==> src/rtl/mux_n1_scan_pkg.sv <==
// Shared constants and helpers for the registered N:1 scan multiplexer.
// Imported by the top level and by the dwell counter.
package mux_n1_scan_pkg;

    localparam logic MODE_MANUAL = 1'b0;
    localparam logic MODE_SCAN   = 1'b1;

    // Returns the smallest width w with 2**w >= value, but never less than one bit.
    function automatic int clog2_min1(input int value);
        int w;
        w = 0;
        while ((1 << w) < value) begin
            w = w + 1;
        end
        return (w < 1) ? 1 : w;
    endfunction

endpackage

==> src/rtl/mux_n1_scan_dwell_counter.sv <==
// Dwell counter for scan mode: counts enabled cycles on the current channel.
// tick_o marks the last cycle of a dwell, combinationally qualified by en_i.
module dwell_counter
    import mux_n1_scan_pkg::*;
#(
    parameter int DWELL = 4
) (
    input  logic clk_i,
    input  logic rst_n_i,
    input  logic en_i,
    input  logic clr_i,
    output logic tick_o
);

    localparam int              CNT_W    = clog2_min1(DWELL);
    localparam logic [CNT_W-1:0] CNT_LAST = CNT_W'(DWELL - 1);

    logic [CNT_W-1:0] cnt_q;
    logic [CNT_W-1:0] cnt_d;
    logic             at_last;

    assign at_last = (cnt_q == CNT_LAST);
    assign tick_o  = at_last && en_i;

    // With en_i low the count simply holds, so a paused dwell resumes exactly where it left off.
    always_comb begin
        cnt_d = cnt_q;
        if (en_i) begin
            if (clr_i || at_last) begin
                cnt_d = '0;
            end else begin
                cnt_d = cnt_q + CNT_W'(1);
            end
        end
    end

    always_ff @(posedge clk_i or negedge rst_n_i) begin
        if (!rst_n_i) begin
            cnt_q <= '0;
        end else begin
            cnt_q <= cnt_d;
        end
    end

endmodule

==> src/rtl/mux_n1_scan.sv <==
// Registered N:1 multiplexer with manual select and a timed scan through all channels.
// All outputs are registered; din_i is sampled on every enabled edge.
module mux_n1_scan
    import mux_n1_scan_pkg::*;
#(
    parameter int WIDTH = 4,
    parameter int N     = 4,
    parameter int SEL_W = 2,
    parameter int DWELL = 4
) (
    input  logic                 clk_i,
    input  logic                 rst_n_i,
    input  logic                 en_i,
    input  logic                 mode_i,
    input  logic [SEL_W-1:0]     sel_i,
    input  logic [N*WIDTH-1:0]   din_i,
    output logic [WIDTH-1:0]     dout_o,
    output logic [SEL_W-1:0]     ch_idx_o,
    output logic                 ch_valid_o,
    output logic                 sel_err_o,
    output logic                 scan_tick_o
);

    localparam logic [SEL_W-1:0] PTR_LAST = SEL_W'(N - 1);

    logic               scan_mode;
    logic               dwell_tick;

    logic [SEL_W-1:0]   ptr_q,       ptr_d;
    logic [WIDTH-1:0]   dout_q,      dout_d;
    logic [SEL_W-1:0]   ch_idx_q,    ch_idx_d;
    logic               ch_valid_q,  ch_valid_d;
    logic               sel_err_q,   sel_err_d;
    logic               scan_tick_q, scan_tick_d;

    logic [SEL_W-1:0]   pick_idx;
    logic [WIDTH-1:0]   pick_data;
    logic               pick_hit;

    assign scan_mode = (mode_i == MODE_SCAN);

    // Manual mode holds the counter cleared so the next scan starts with a full dwell.
    dwell_counter #(
        .DWELL (DWELL)
    ) u_dwell (
        .clk_i   (clk_i),
        .rst_n_i (rst_n_i),
        .en_i    (en_i),
        .clr_i   (!scan_mode),
        .tick_o  (dwell_tick)
    );

    assign pick_idx = scan_mode ? ptr_q : sel_i;

    // Explicit compare loop: an out-of-range select misses every channel and yields zero.
    always_comb begin
        pick_data = '0;
        pick_hit  = 1'b0;
        for (int i = 0; i < N; i++) begin
            if (pick_idx == SEL_W'(i)) begin
                pick_data = din_i[i*WIDTH +: WIDTH];
                pick_hit  = 1'b1;
            end
        end
    end

    always_comb begin
        ptr_d       = ptr_q;
        dout_d      = dout_q;
        ch_idx_d    = ch_idx_q;
        ch_valid_d  = ch_valid_q;
        sel_err_d   = sel_err_q;
        scan_tick_d = 1'b0;
        if (en_i) begin
            dout_d     = pick_data;
            ch_idx_d   = pick_idx;
            ch_valid_d = pick_hit;
            sel_err_d  = !pick_hit;
            if (scan_mode) begin
                scan_tick_d = dwell_tick;
                if (dwell_tick) begin
                    ptr_d = (ptr_q == PTR_LAST) ? '0 : ptr_q + SEL_W'(1);
                end
            end else begin
                ptr_d = '0;
            end
        end
    end

    always_ff @(posedge clk_i or negedge rst_n_i) begin
        if (!rst_n_i) begin
            ptr_q       <= '0;
            dout_q      <= '0;
            ch_idx_q    <= '0;
            ch_valid_q  <= 1'b0;
            sel_err_q   <= 1'b0;
            scan_tick_q <= 1'b0;
        end else begin
            ptr_q       <= ptr_d;
            dout_q      <= dout_d;
            ch_idx_q    <= ch_idx_d;
            ch_valid_q  <= ch_valid_d;
            sel_err_q   <= sel_err_d;
            scan_tick_q <= scan_tick_d;
        end
    end

    assign dout_o      = dout_q;
    assign ch_idx_o    = ch_idx_q;
    assign ch_valid_o  = ch_valid_q;
    assign sel_err_o   = sel_err_q;
    assign scan_tick_o = scan_tick_q;

endmodule

==> config.mk <==
export PLATFORM = sky130hd
export DESIGN_NAME = mux_n1_scan
export DESIGN_NICKNAME = d
export VERILOG_FILES = /design/src/rtl/mux_n1_scan_pkg.sv /design/src/rtl/mux_n1_scan_dwell_counter.sv /design/src/rtl/mux_n1_scan.sv
export SDC_FILE = /design/constraint.sdc
export NUM_CORES = 1
export LEC_CHECK = 0
export ABC_AREA = 1
export BUFFER_PORTS_ARGS = -buffer_cell sky130_fd_sc_hd__buf_4
export CORE_AREA = 3 3 44 46
export CTS_CLUSTER_SIZE = 30
export DETAILED_ROUTE_END_ITERATION = 16
export DIE_AREA = 0 0 47 49
export PLACE_DENSITY = 0.83
export SLEW_MARGIN = 20
export SYNTH_ARGS = -nofsm -noshare
export SYNTH_HDL_FRONTEND = slang
export SYNTH_SLANG_ARGS = --single-unit
==> constraint.sdc <==
create_clock -name clk_i -period 1.25 [get_ports clk_i]
set_input_delay 0 -clock clk_i [delete_from_list [all_inputs] [get_ports clk_i]]
set_output_delay 0 -clock clk_i [all_outputs]
set_load 0.05 [all_outputs]
==> impl_metrics.yaml <==
outcome:
  status: "finished clean"
sta:
  fin_hold_ws_ps: 27.08
  hold_viol_final: 0
  fmax_mhz: 880.2
  totalNegativeSetupSlack_ps: 0
  setup_viol: 0
  slew_headroom_pct: 79.96
  finClkSkew_ps: 5.650
  final.min_clock_period_ps: 1136
  rsz0062_at_grt: "no"
  worstMarginPinSlew_ps: 300.3
  drv_slew: 0
  period_share_pct: 90.88
grt:
  antenna_found_initial: 0
  grt_pass1_vias: 726
  grt-ovfl-total: 0
  grt_pass1_wl_mm: 3.015
  grt_max_degree: 14
  track_usage_pct: 17.53
worst_hold_path:
  min_path_type: "in -> reg"
  holdPathStages: 5
final_layout:
  area_growth_pct: 37.94
  num-nets-final: 153
  multi_input_area_sq_um: 324.1
  n_antenna_cell: 0
  layout_common_cells: "34 x nand2_1, 30 x buf_4, 13 x nand3_1, 13 x dfrtp_1, 11 x inv_1"
  n_fill_cell: 149
  regArea_sq_um: 325.3
  final_common_cell: "nand2_1"
  utilization_pct: 64.04
  finalNonFillerCells: 145
  drive_gt1_share_pct: 31.01
logic_synthesis:
  synthAdderAreaFrac_pct: 1.748
  synth_edf_count: 0
  yosys_warnings: 0
  synth_compound_area_share_pct: 7.867
  synthCells: 96
  ys_seq_area_share_pct: 45.45
  synth_top_family_by_area: "simple AND/OR/NAND/NOR gates"
  syn_nets: 119
  async_flop_share_pct: 100.0
  synth_seq_cells: 13
  synth-xor-area-share_pct: 0
  ys.flop_type: "dfrtp_1"
  synth_area_sq_um: 715.7
  synthSimpleGateAreaFrac_pct: 35.66
  synthMuxAreaShare_pct: 0
  synth_area_per_cell_sq_um: 7.455
  synth.distinct_cells: 17
worst_setup_path:
  startpoint_type: "flop"
  worstPathBufferInverterCount: 0
  path_class: "reg -> reg"
  crit_cells: 6
  r2r_start: "ptr_q[0]$_DFFE_PN0P_"
  cp.arrival_ps: 1320
  endpoint_kind: "flop"
  r2r-end: "dout_o[3]$_DFFE_PN0P_"
  cp_cell_sequence: "nand2_1 > nand2_2 > o21ai_1 > nand3_1 > nand2_1 > nand2_1"
  endpoint: "dout_o[3]$_DFFE_PN0P_"
  critical-path-top-delay-family: "simple AND/OR/NAND/NOR gates"
  critPathRequiredTime_ps: 1440
  r2r_setup_slack_ps: 110
  timing.critical_path.from: "ptr_q[0]$_DFFE_PN0P_"
  path_max_fanout: 11
  cp_slowest_stage_delay_ps: 410
  reg2regPathDepth: 6
  cp_slowest_cell: "dfrtp_1"
  worst_path_most_repeated_cell: "nand2_1"
drt:
  drtPass1Iterations: 4
  drc: 0
  drt_iter0_drc: 24
  routed_wl_mm: 1.866
  vias: 755
  ant_nets: 0
  wl_per_cell_um: 12.87
  viasPerCell: 5.207
pwr:
  netSwitchingPower_w: 0.0004023
  switching_share_pct: 36.08
  p_leak_nw: 0.5441
  totalPowerFinal_w: 0.001115
  irDropWorstVdd_uv: 683.5
  cell_internal_pwr_w: 0.0007126
  clockPowerShare_pct: 24.5
  pwr-share-comb_pct: 31.6
  powerDensity_nw_per_um2: 1129
  power_frac_seq_pct: 43.9
floorplanning:
  die_area_sq_um: 2303
  start_util_pct: 46.43
  core_sq_um: 1541
  die_w_um: 47
  dieHeight_um: 49
  rows: 14
  pin_count: 31
clock_tree:
  htreeDepth: 1
  cts.sinks: 13
  worstSkewPairLatency_ps: 290
  cts_tree: "built"
  cts_resized: 0
  root_buffer: "clkbuf_4"
  post_cts.repair.setup_buffers: 0
  cts_buffers: 3
  cts_hold_buf: 2
  cts.clk_slew.worst_paths_ps: 90
  clockBufferDepth: 2
placement:
  placement.io_buffers: 30
  placed_cells: 139
  dpl.hpwl_mm: 1.428
  place.gp.congestion: 0.8327
job:
  max_cap_viol_count: 0
-- area by class of cell --
| type | count | area share (%) |
|---|---|---|
| well taps | 16 | 2.028 |
| repair buffers | 32 | 24.84 |
| inverters | 12 | 4.563 |
| multi-input cells | 68 | 32.83 |
| clock inverters | 1 | 0.5070 |
| clock buffers | 3 | 2.281 |
| flip-flops and latches | 13 | 32.95 |
-- worst min-delay path by stage --
stage          startpoint                      end  slack (ps)
4_1_cts          din_i[8]    dout_o[0]$_DFFE_PN0P_          20
3_5_place_dp      rst_n_i    dout_o[1]$_DFFE_PN0P_        -140
2_1_floorplan     rst_n_i  ch_idx_o[0]$_DFFE_PN0P_        -300
6_report         din_i[8]    dout_o[0]$_DFFE_PN0P_          30
5_1_grt          din_i[8]    dout_o[0]$_DFFE_PN0P_          50
3_3_place_gp      rst_n_i    dout_o[1]$_DFFE_PN0P_        -150
-- sequential cells by signal, summed over array words and instances, names as in the netlist --
name / flops
ch_idx_o: 2
u_dwell.cnt_q: 2
scan_tick_o: 1
dout_o: 4
ch_valid_o: 1
ptr_q: 2
sel_err_o: 1
-- tightest hold or removal path, cell delays in order --
cell,delay [ps]
buf_4,80
o21ai_1,60
nand3_1,60
nand2_1,50
nand2_1,50
-- kinds of logic after synthesis --
group / Yosys count
adder cells (fa/ha/maj): 1
AND/OR/NAND/NOR: 57
AO/OA/AOI/OAI: 10
buffers and inverters: 15
flip-flops: 13
-- routing by layer --
layer	track usage (%)	share of wire [%]	vias to the layer above
li1	-	-	367
met3	3.690	9.2	3
met5	0	0	-
met4	5.069	1.1	0
met1	24.43	45	349
met2	26.70	45	36
-- metrics by stage --
step / area (sq um) / setup WS (ps)
finish: 987.2 / 113.9
global route: 987.2 / 9.982
detailed placement: 939.7 / 137.2
CTS: 987.2 / 116.9
global placement: 939.7 / 174.5
floorplan: 715.7 / 230.6
-- cells in the mapped netlist, types with 2 or more instances --
cell,n,area (sq um)
buf_2,2,10.01
nand3_1,13,65.06
dfrtp_1,13,325.3
nand3b_1,4,30.03
nor2_1,2,7.510
nand2_1,34,127.6
inv_1,11,41.29
nand2_2,3,18.77
o21ai_1,2,10.01
a21oi_1,2,10.01
o21ai_0,4,20.02
-- power by group through the flow --
stage	sequential (W)	combinational, W	clock (W)
detailed placement	0.000497	0.000348	0
global placement	0.000497	0.000338	0
CTS	0.000489	0.000354	0.000276
global route	0.000494	0.000384	0.000297
finish	0.000489	0.000352	0.000274
floorplan	0.000588	0.000126	0
Power figures use the tool's default switching activity.
